--- src/rtl/frame_pkg.sv ---
// Shared types for the nibble deframer: the packed frame layout, its derived
// sizes and the deframer FSM state.
package frame_pkg;

  // Frame geometry; the frame type below is built from these, so they live here
  // rather than as module parameters.
  localparam int NIB_W   = 4;
  localparam int Y_N     = 6;
  localparam int Z_OUTER = 6;
  localparam int Z_INNER = 8;

  localparam int NUM_BEATS = 2 + Y_N + Z_OUTER * Z_INNER;
  localparam int CNT_W     = $clog2(NUM_BEATS);
  localparam int Z_BASE    = 2 + Y_N;
  localparam int Y_IDX_W   = $clog2(Y_N + 2);
  localparam int ZO_W      = $clog2(Z_OUTER + 2);
  localparam int ZI_W      = $clog2(Z_INNER + 2);
  localparam int Z2_W      = Z_OUTER * Z_INNER * NIB_W;

  typedef struct packed {
    logic [2:Y_N+1][NIB_W-1:0] y;
  } sy_t;

  typedef union packed {
    logic [Z_OUTER+1:2][2:Z_INNER+1][1:NIB_W] z;
    logic [1:Z2_W]                              z2;
  } sz_t;

  typedef struct packed {
    logic       t;
    logic [5:2] x;
    sy_t        sy;
    sz_t        sz;
  } frame_t;

  localparam int FRAME_W = $bits(frame_t);

  typedef enum logic [1:0] {
    IDLE,
    COLLECT,
    FULL
  } state_t;

  // One-hot field select produced by the beat decoder.
  typedef struct packed {
    logic t;
    logic x;
    logic y;
    logic z;
  } beat_sel_t;

endpackage

--- src/rtl/frame_beat_decoder.sv ---
// Maps a beat position within a frame to the field it fills and the element
// index inside that field.
module frame_beat_decoder
  import frame_pkg::*;
(
  input  logic [CNT_W-1:0]   cnt,
  output beat_sel_t          sel,
  output logic [Y_IDX_W-1:0] y_idx,
  output logic [ZO_W-1:0]    z_outer,
  output logic [ZI_W-1:0]    z_inner
);

  int beat;
  int zj;

  always_comb begin
    // NOTE: every variable written here gets a default first, so no latch is inferred.
    sel     = '0;
    y_idx   = '0;
    z_outer = '0;
    z_inner = '0;
    beat    = int'(cnt);
    zj      = beat - Z_BASE;

    if (beat == 0) begin
      sel.t = 1'b1;
    end else if (beat == 1) begin
      sel.x = 1'b1;
    end else if (beat < Z_BASE) begin
      // y indices start at 2, which is exactly the beat number
      sel.y = 1'b1;
      y_idx = Y_IDX_W'(beat);
    end else if (beat < NUM_BEATS) begin
      // z walks the outer index downwards and the inner index upwards
      sel.z   = 1'b1;
      z_outer = ZO_W'(Z_OUTER + 1 - zj / Z_INNER);
      z_inner = ZI_W'(2 + zj % Z_INNER);
    end
  end

endmodule

--- src/rtl/struct_nibble_deframer.sv ---
// Reassembles frame_t from a 4-bit beat stream; one frame assembles while the
// previous one waits in the output register for its consumer.
module struct_nibble_deframer
  import frame_pkg::*;
(
  input  logic             clk,
  input  logic             rst,
  input  logic             in_valid,
  output logic             in_ready,
  input  logic             in_sof,
  input  logic [NIB_W-1:0] in_data,
  output logic             out_valid,
  input  logic             out_ready,
  output frame_t           s_out,
  output logic             frame_err
);

  state_t             state_q, state_d;
  logic [CNT_W-1:0]   cnt_q;
  frame_t             build_q;
  frame_t             out_q;
  logic               out_valid_q;
  logic               frame_err_q;

  logic               beat_acc;
  logic               last_beat;
  logic               do_start;
  logic               do_abort;
  logic               do_store;
  logic               do_copy;

  beat_sel_t          sel;
  logic [Y_IDX_W-1:0] y_idx;
  logic [ZO_W-1:0]    z_outer;
  logic [ZI_W-1:0]    z_inner;

  frame_beat_decoder u_decoder (
    .cnt     (cnt_q),
    .sel     (sel),
    .y_idx   (y_idx),
    .z_outer (z_outer),
    .z_inner (z_inner)
  );

  always_comb begin
    state_d   = state_q;
    in_ready  = (state_q != FULL);
    beat_acc  = in_valid && in_ready;
    last_beat = (cnt_q == CNT_W'(NUM_BEATS - 1));
    do_start  = 1'b0;
    do_abort  = 1'b0;
    do_store  = 1'b0;
    do_copy   = 1'b0;

    unique case (state_q)
      IDLE: begin
        // beats arriving without a start marker are silently dropped
        if (beat_acc && in_sof) begin
          do_start = 1'b1;
          state_d  = COLLECT;
        end
      end
      COLLECT: begin
        if (beat_acc) begin
          if (in_sof) begin
            do_start = 1'b1;
            do_abort = 1'b1;
          end else begin
            do_store = 1'b1;
            if (last_beat) state_d = FULL;
          end
        end
      end
      FULL: begin
        if (!out_valid_q || out_ready) begin
          do_copy = 1'b1;
          state_d = IDLE;
        end
      end
      default: state_d = IDLE;
    endcase
  end

  always_ff @(posedge clk) begin
    // NOTE: sequential state is updated with non-blocking assignments only.
    if (rst) state_q <= IDLE;
    else     state_q <= state_d;
  end

  always_ff @(posedge clk) begin
    if (rst) begin
      // NOTE: both frame buffers are cleared so s_out reads zero out of reset;
      // between frames the assembly buffer is fully rewritten and never cleared.
      cnt_q       <= '0;
      build_q     <= '0;
      out_q       <= '0;
      out_valid_q <= 1'b0;
      frame_err_q <= 1'b0;
    end else begin
      frame_err_q <= do_abort;

      if (do_start) begin
        build_q.t <= in_data[0];
        cnt_q     <= CNT_W'(1);
      end else if (do_store) begin
        cnt_q <= cnt_q + CNT_W'(1);
        if (sel.t)      build_q.t                    <= in_data[0];
        else if (sel.x) build_q.x                    <= in_data;
        else if (sel.y) build_q.sy.y[y_idx]          <= in_data;
        else if (sel.z) build_q.sz.z[z_outer][z_inner] <= in_data;
      end

      if (do_copy) begin
        out_q <= build_q;
        cnt_q <= '0;
      end

      // a copy coinciding with a handshake keeps out_valid high
      if (do_copy)        out_valid_q <= 1'b1;
      else if (out_ready) out_valid_q <= 1'b0;
    end
  end

  assign out_valid = out_valid_q;
  assign s_out     = out_q;
  assign frame_err = frame_err_q;

endmodule

--- config.mk ---
export PLATFORM = sky130hd
export DESIGN_NAME = struct_nibble_deframer
export DESIGN_NICKNAME = d
export VERILOG_FILES = /design/src/rtl/frame_pkg.sv /design/src/rtl/frame_beat_decoder.sv /design/src/rtl/struct_nibble_deframer.sv
export SDC_FILE = /design/constraint.sdc
export NUM_CORES = 1
export LEC_CHECK = 0
export BUFFER_PORTS_ARGS = -buffer_cell sky130_fd_sc_hd__buf_2
export CAP_MARGIN = 40
export CORE_AREA = 2 2 179 181
export CTS_CLUSTER_SIZE = 25
export DETAILED_ROUTE_END_ITERATION = 6
export DIE_AREA = 0 0 181 183
export PLACE_DENSITY = 0.76
export SLEW_MARGIN = 20
export SYNTH_ARGS = -nofsm -noshare
export SYNTH_HDL_FRONTEND = slang
export SYNTH_SLANG_ARGS = --single-unit
--- constraint.sdc ---
create_clock -name clk -period 7.5 [get_ports clk]
set_input_delay 0.75 -clock clk [delete_from_list [all_inputs] [get_ports clk]]
set_output_delay 0.75 -clock clk [all_outputs]
set_load 0.05 [all_outputs]
==> qor.csv <==
stage;metric;value;unit
status;status;finished, final reports clean;
finish;stdcell_area;19800;µm²
sta;rsz0062_at_grt;no;
route;routed_wl;40.5;mm
cts;cts.sinks;452;
floorplan;die_h;183;µm
cts;hold_buffers;0;
sta;clock_skew;0.0235;ns
route;vias_per_cell;5.29;
min_path;holdPathEnd;s_out[194];
setup_path;crit_family;simple AND/OR/NAND/NOR gates;
cts;numCtsBuffers;46;
sta;setup_ws;4.37;ns
finish;syn_to_final_growth;17.5;%
setup_path;reg2regPathDepth;9;
floorplan;core;31200;µm²
yosys;synth_edf_count;0;
sta;hold_viol;0;
yosys;synthSimpleGateAreaFrac;21.7;%
placed_design;place_ws;4.25;ns
sta;period_minus_slack;3.13;ns
floorplan;rows;65;
setup_path;cp-end-kind;flop;
power;p_leak;8.63;nW
yosys;synth-seq-area-share;53.7;%
route;drt_iter0_drc;841;
yosys;synth_area;16900;µm²
setup_path;cp.required;7.88;ns
finish;drive_above_1_share;16.7;%
cts;h-tree-depth;2;
global_route;gr-total-overflow;0;
setup_path;ff2ff_setup_slack;4.37;ns
floorplan;initial_core_util;54.0;%
sta;worst_pin_slew;0.834;ns
yosys;async_reset_ff_share;0;%
yosys;yosysWarnings;0;
placed_design;dp_hpwl;26.1;mm
cts;clk_path_buf_depth;3;
route;drc;0;
yosys;postSynthCellCount;1860;
yosys;muxShareOfSynthArea;12.9;%
setup_path;r2r_start;cnt_q[0];
sta;finalMaxSlewViolations;0;
finish;num-fill-cells;2629;
cts;tritoncts;done;
setup_path;cp_data_arrival_time;3.51;ns
setup_path;crit_fanout;13;
cts;clkLatencyLatePin;0.54;ns
min_path;hp-class;reg -> reg;
setup_path;critPathLaunch;cnt_q[0];
route;detail-route-antenna-nets;0;
finish;final_nets;2050;
placed_design;numPortBuffers;232;
route;wl_per_cell;16.4;µm
global_route;grt_pass1_wl;65.3;mm
setup_path;start_kind;flop;
sta;post-route-period-util;41.8;%
sta;slew_headroom;44.4;%
placed_design;gp_congestion;0.852;
floorplan;die_x;181;µm
cts;clk_pin_slew;0.06;ns
power;power_density;238;nW/µm²
sta;setup_viol;0;
global_route;antenna_found_initial;0;
yosys;synth_fa_ha_area_share;0.594;%
route;first_pass_iters;5;
route;vias;13000;
cts;cts-root-buf;clkbuf_16;
power;vdd_drop_max;0.152;mV
min_path;min_from;s_out[194];
yosys;synthFlopType;dfxtp_1;
yosys;yosysUniqueCellTypes;42;
finish;seqCellArea;9050;µm²
floorplan;pin_count;233;
power;p_total;4.72;mW
yosys;synth_xor_area_share;0.260;%
yosys;synth-seq-cells;452;
flow_run;cap_violations;0;
setup_path;cp_slowest_stage_delay;0.56;ns
floorplan;dieArea;33100;µm²
global_route;grt_use_total;24.0;%
yosys;synth_compound_area_share;7.57;%
yosys;syn_area_per_cell;9.06;µm²
global_route;first_global_vias;12700;
min_path;whs_path_depth;2;
setup_path;crit_type;reg -> reg;
global_route;grt_start_max_net_pins;110;
setup_path;slowest_stage;nor2_1;
finish;multi_input_area;7310;µm²
yosys;synth_fp_nets;1877;
setup_path;cp_cell_sequence;inv_1 > ha_1 > nor2b_1 > nor2_1 > ha_1 > nand3_1 > nor2_1 > nand3_1 > mux2i_1;
sta;finalSetupTns;0;ns
yosys;synth_top_family_by_area;simple AND/OR/NAND/NOR gates;
cts;post-cts-setup-buffer-count;0;
placed_design;dpl_cell_area;18300;µm²
cts;post_cts_resize_count;0;
sta;fmax;319;MHz
setup_path;path_buf_inv;1;
finish;antenna_cells;0;
## how the worst max path moves through the flow
stage	end	slack [ns]	cells past startpoint
floorplan	flop	4.79	11
global placement	flop	4.08	5
detailed placement	flop	4.25	6
CTS	flop	4.26	9
global route	flop	4.09	10
finish	flop	4.37	9
## cell usage after synthesis (all sizes together), types with 2 or more instances
| cell type | number | area share [%] |
|---|---|---|
| nand2 | 488 | 11 |
| dfxtp | 452 | 54 |
| a21oi | 230 | 6.8 |
| mux2i | 217 | 13 |
| nand2b | 200 | 7.4 |
| clkbuf | 128 | 2.9 |
| nor2 | 44 | 0.99 |
| nand3 | 15 | 0.45 |
| nand4 | 10 | 0.37 |
| buf | 8 | 0.26 |
| ha | 8 | 0.59 |
| nor4 | 8 | 0.56 |
| inv | 7 | 0.16 |
| nor2b | 6 | 0.22 |
| o21ai | 6 | 0.20 |
| and2 | 4 | 0.15 |
| nor3 | 4 | 0.15 |
| o2111ai | 4 | 0.21 |
| xnor2 | 4 | 0.21 |
| and3 | 2 | 0.074 |
| nor4b | 2 | 0.14 |
| or3 | 2 | 0.074 |
## kinds of logic (layout without fill, tap and decap cells)
| kind of cell | Yosys count | count (layout) |
|---|---|---|
| AO/OA/AOI/OAI | 245 | 245 |
| XOR/XNOR | 5 | 5 |
| adder cells (fa/ha/maj) | 8 | 8 |
| buffers and inverters | 143 | 347 |
| flip-flops | 452 | 452 |
| multiplexers | 217 | 217 |
| AND/OR/NAND/NOR | 790 | 790 |
## layer usage
metal | GRT usage, % | part of all wire [%] | vias to the layer above
li1 | - | - | 6413
met2 | 40.7 | 47 | 345
met3 | 3.42 | 5.3 | 64
met1 | 32.0 | 45 | 6214
met5 | 0 | 0 | -
met4 | 6.99 | 2.0 | 0
## cell type report
class                      count  share of cell area [%]
clock buffer                  70                    6.67
tap                          402                    2.54
multi-input combinational   1265                    36.9
timing repair buffer         261                    7.42
clock inverter                 9                   0.657
sequential                   452                    45.7
inverter                       7                   0.133
## worst reg2reg max path, cell delays in order, from the launching register on
cell and delay [ns]:
dfxtp_1 0.44, inv_1 0.17, ha_1 0.23, nor2b_1 0.36
nor2_1 0.10, ha_1 0.37, nand3_1 0.09, nor2_1 0.56
nand3_1 0.44, mux2i_1 0.22
## stage by stage
step | std cells | util (%) | hold slack, ns
6_report | 2466 | 63.4 | 0.450
5_1_grt | 2466 | 63.4 | 0.462
4_1_cts | 2464 | 63.4 | 0.451
3_5_place_dp | 2385 | 58.7 | 0.442
3_3_place_gp | 2373 | 58.2 | 0.436
2_1_floorplan | 1860 | - | 0.431
## cells in the final DEF, fill, tap and decap left out, types with 4 or more instances in the layout
cell type,Yosys,layout
nand4_1,10,10
inv_1,7,7
nand2_1,488,488
nand3_1,15,15
clkbuf_1,126,17
buf_12,0,5
o2111ai_1,4,4
nor2_1,43,43
dfxtp_1,452,452
ha_1,8,8
nor4_2,7,4
o21ai_0,5,5
buf_4,0,15
a21oi_1,230,230
clkbuf_8,0,6
nor2b_1,6,5
clkbuf_16,0,47
mux2i_1,217,217
nand2b_1,200,195
xnor2_1,4,4
buf_2,5,235
nand2b_2,0,4
## report_power, final
group | total, mW | leakage, nW | switching, mW | internal [mW]
combinational | 0.104 | 4.29 | 0.0730 | 0.0310
sequential | 2.40 | 3.64 | 0.00223 | 2.40
clock | 2.22 | 0.705 | 0.902 | 1.31
No activity file was read; power rests on OpenSTA's default activity.
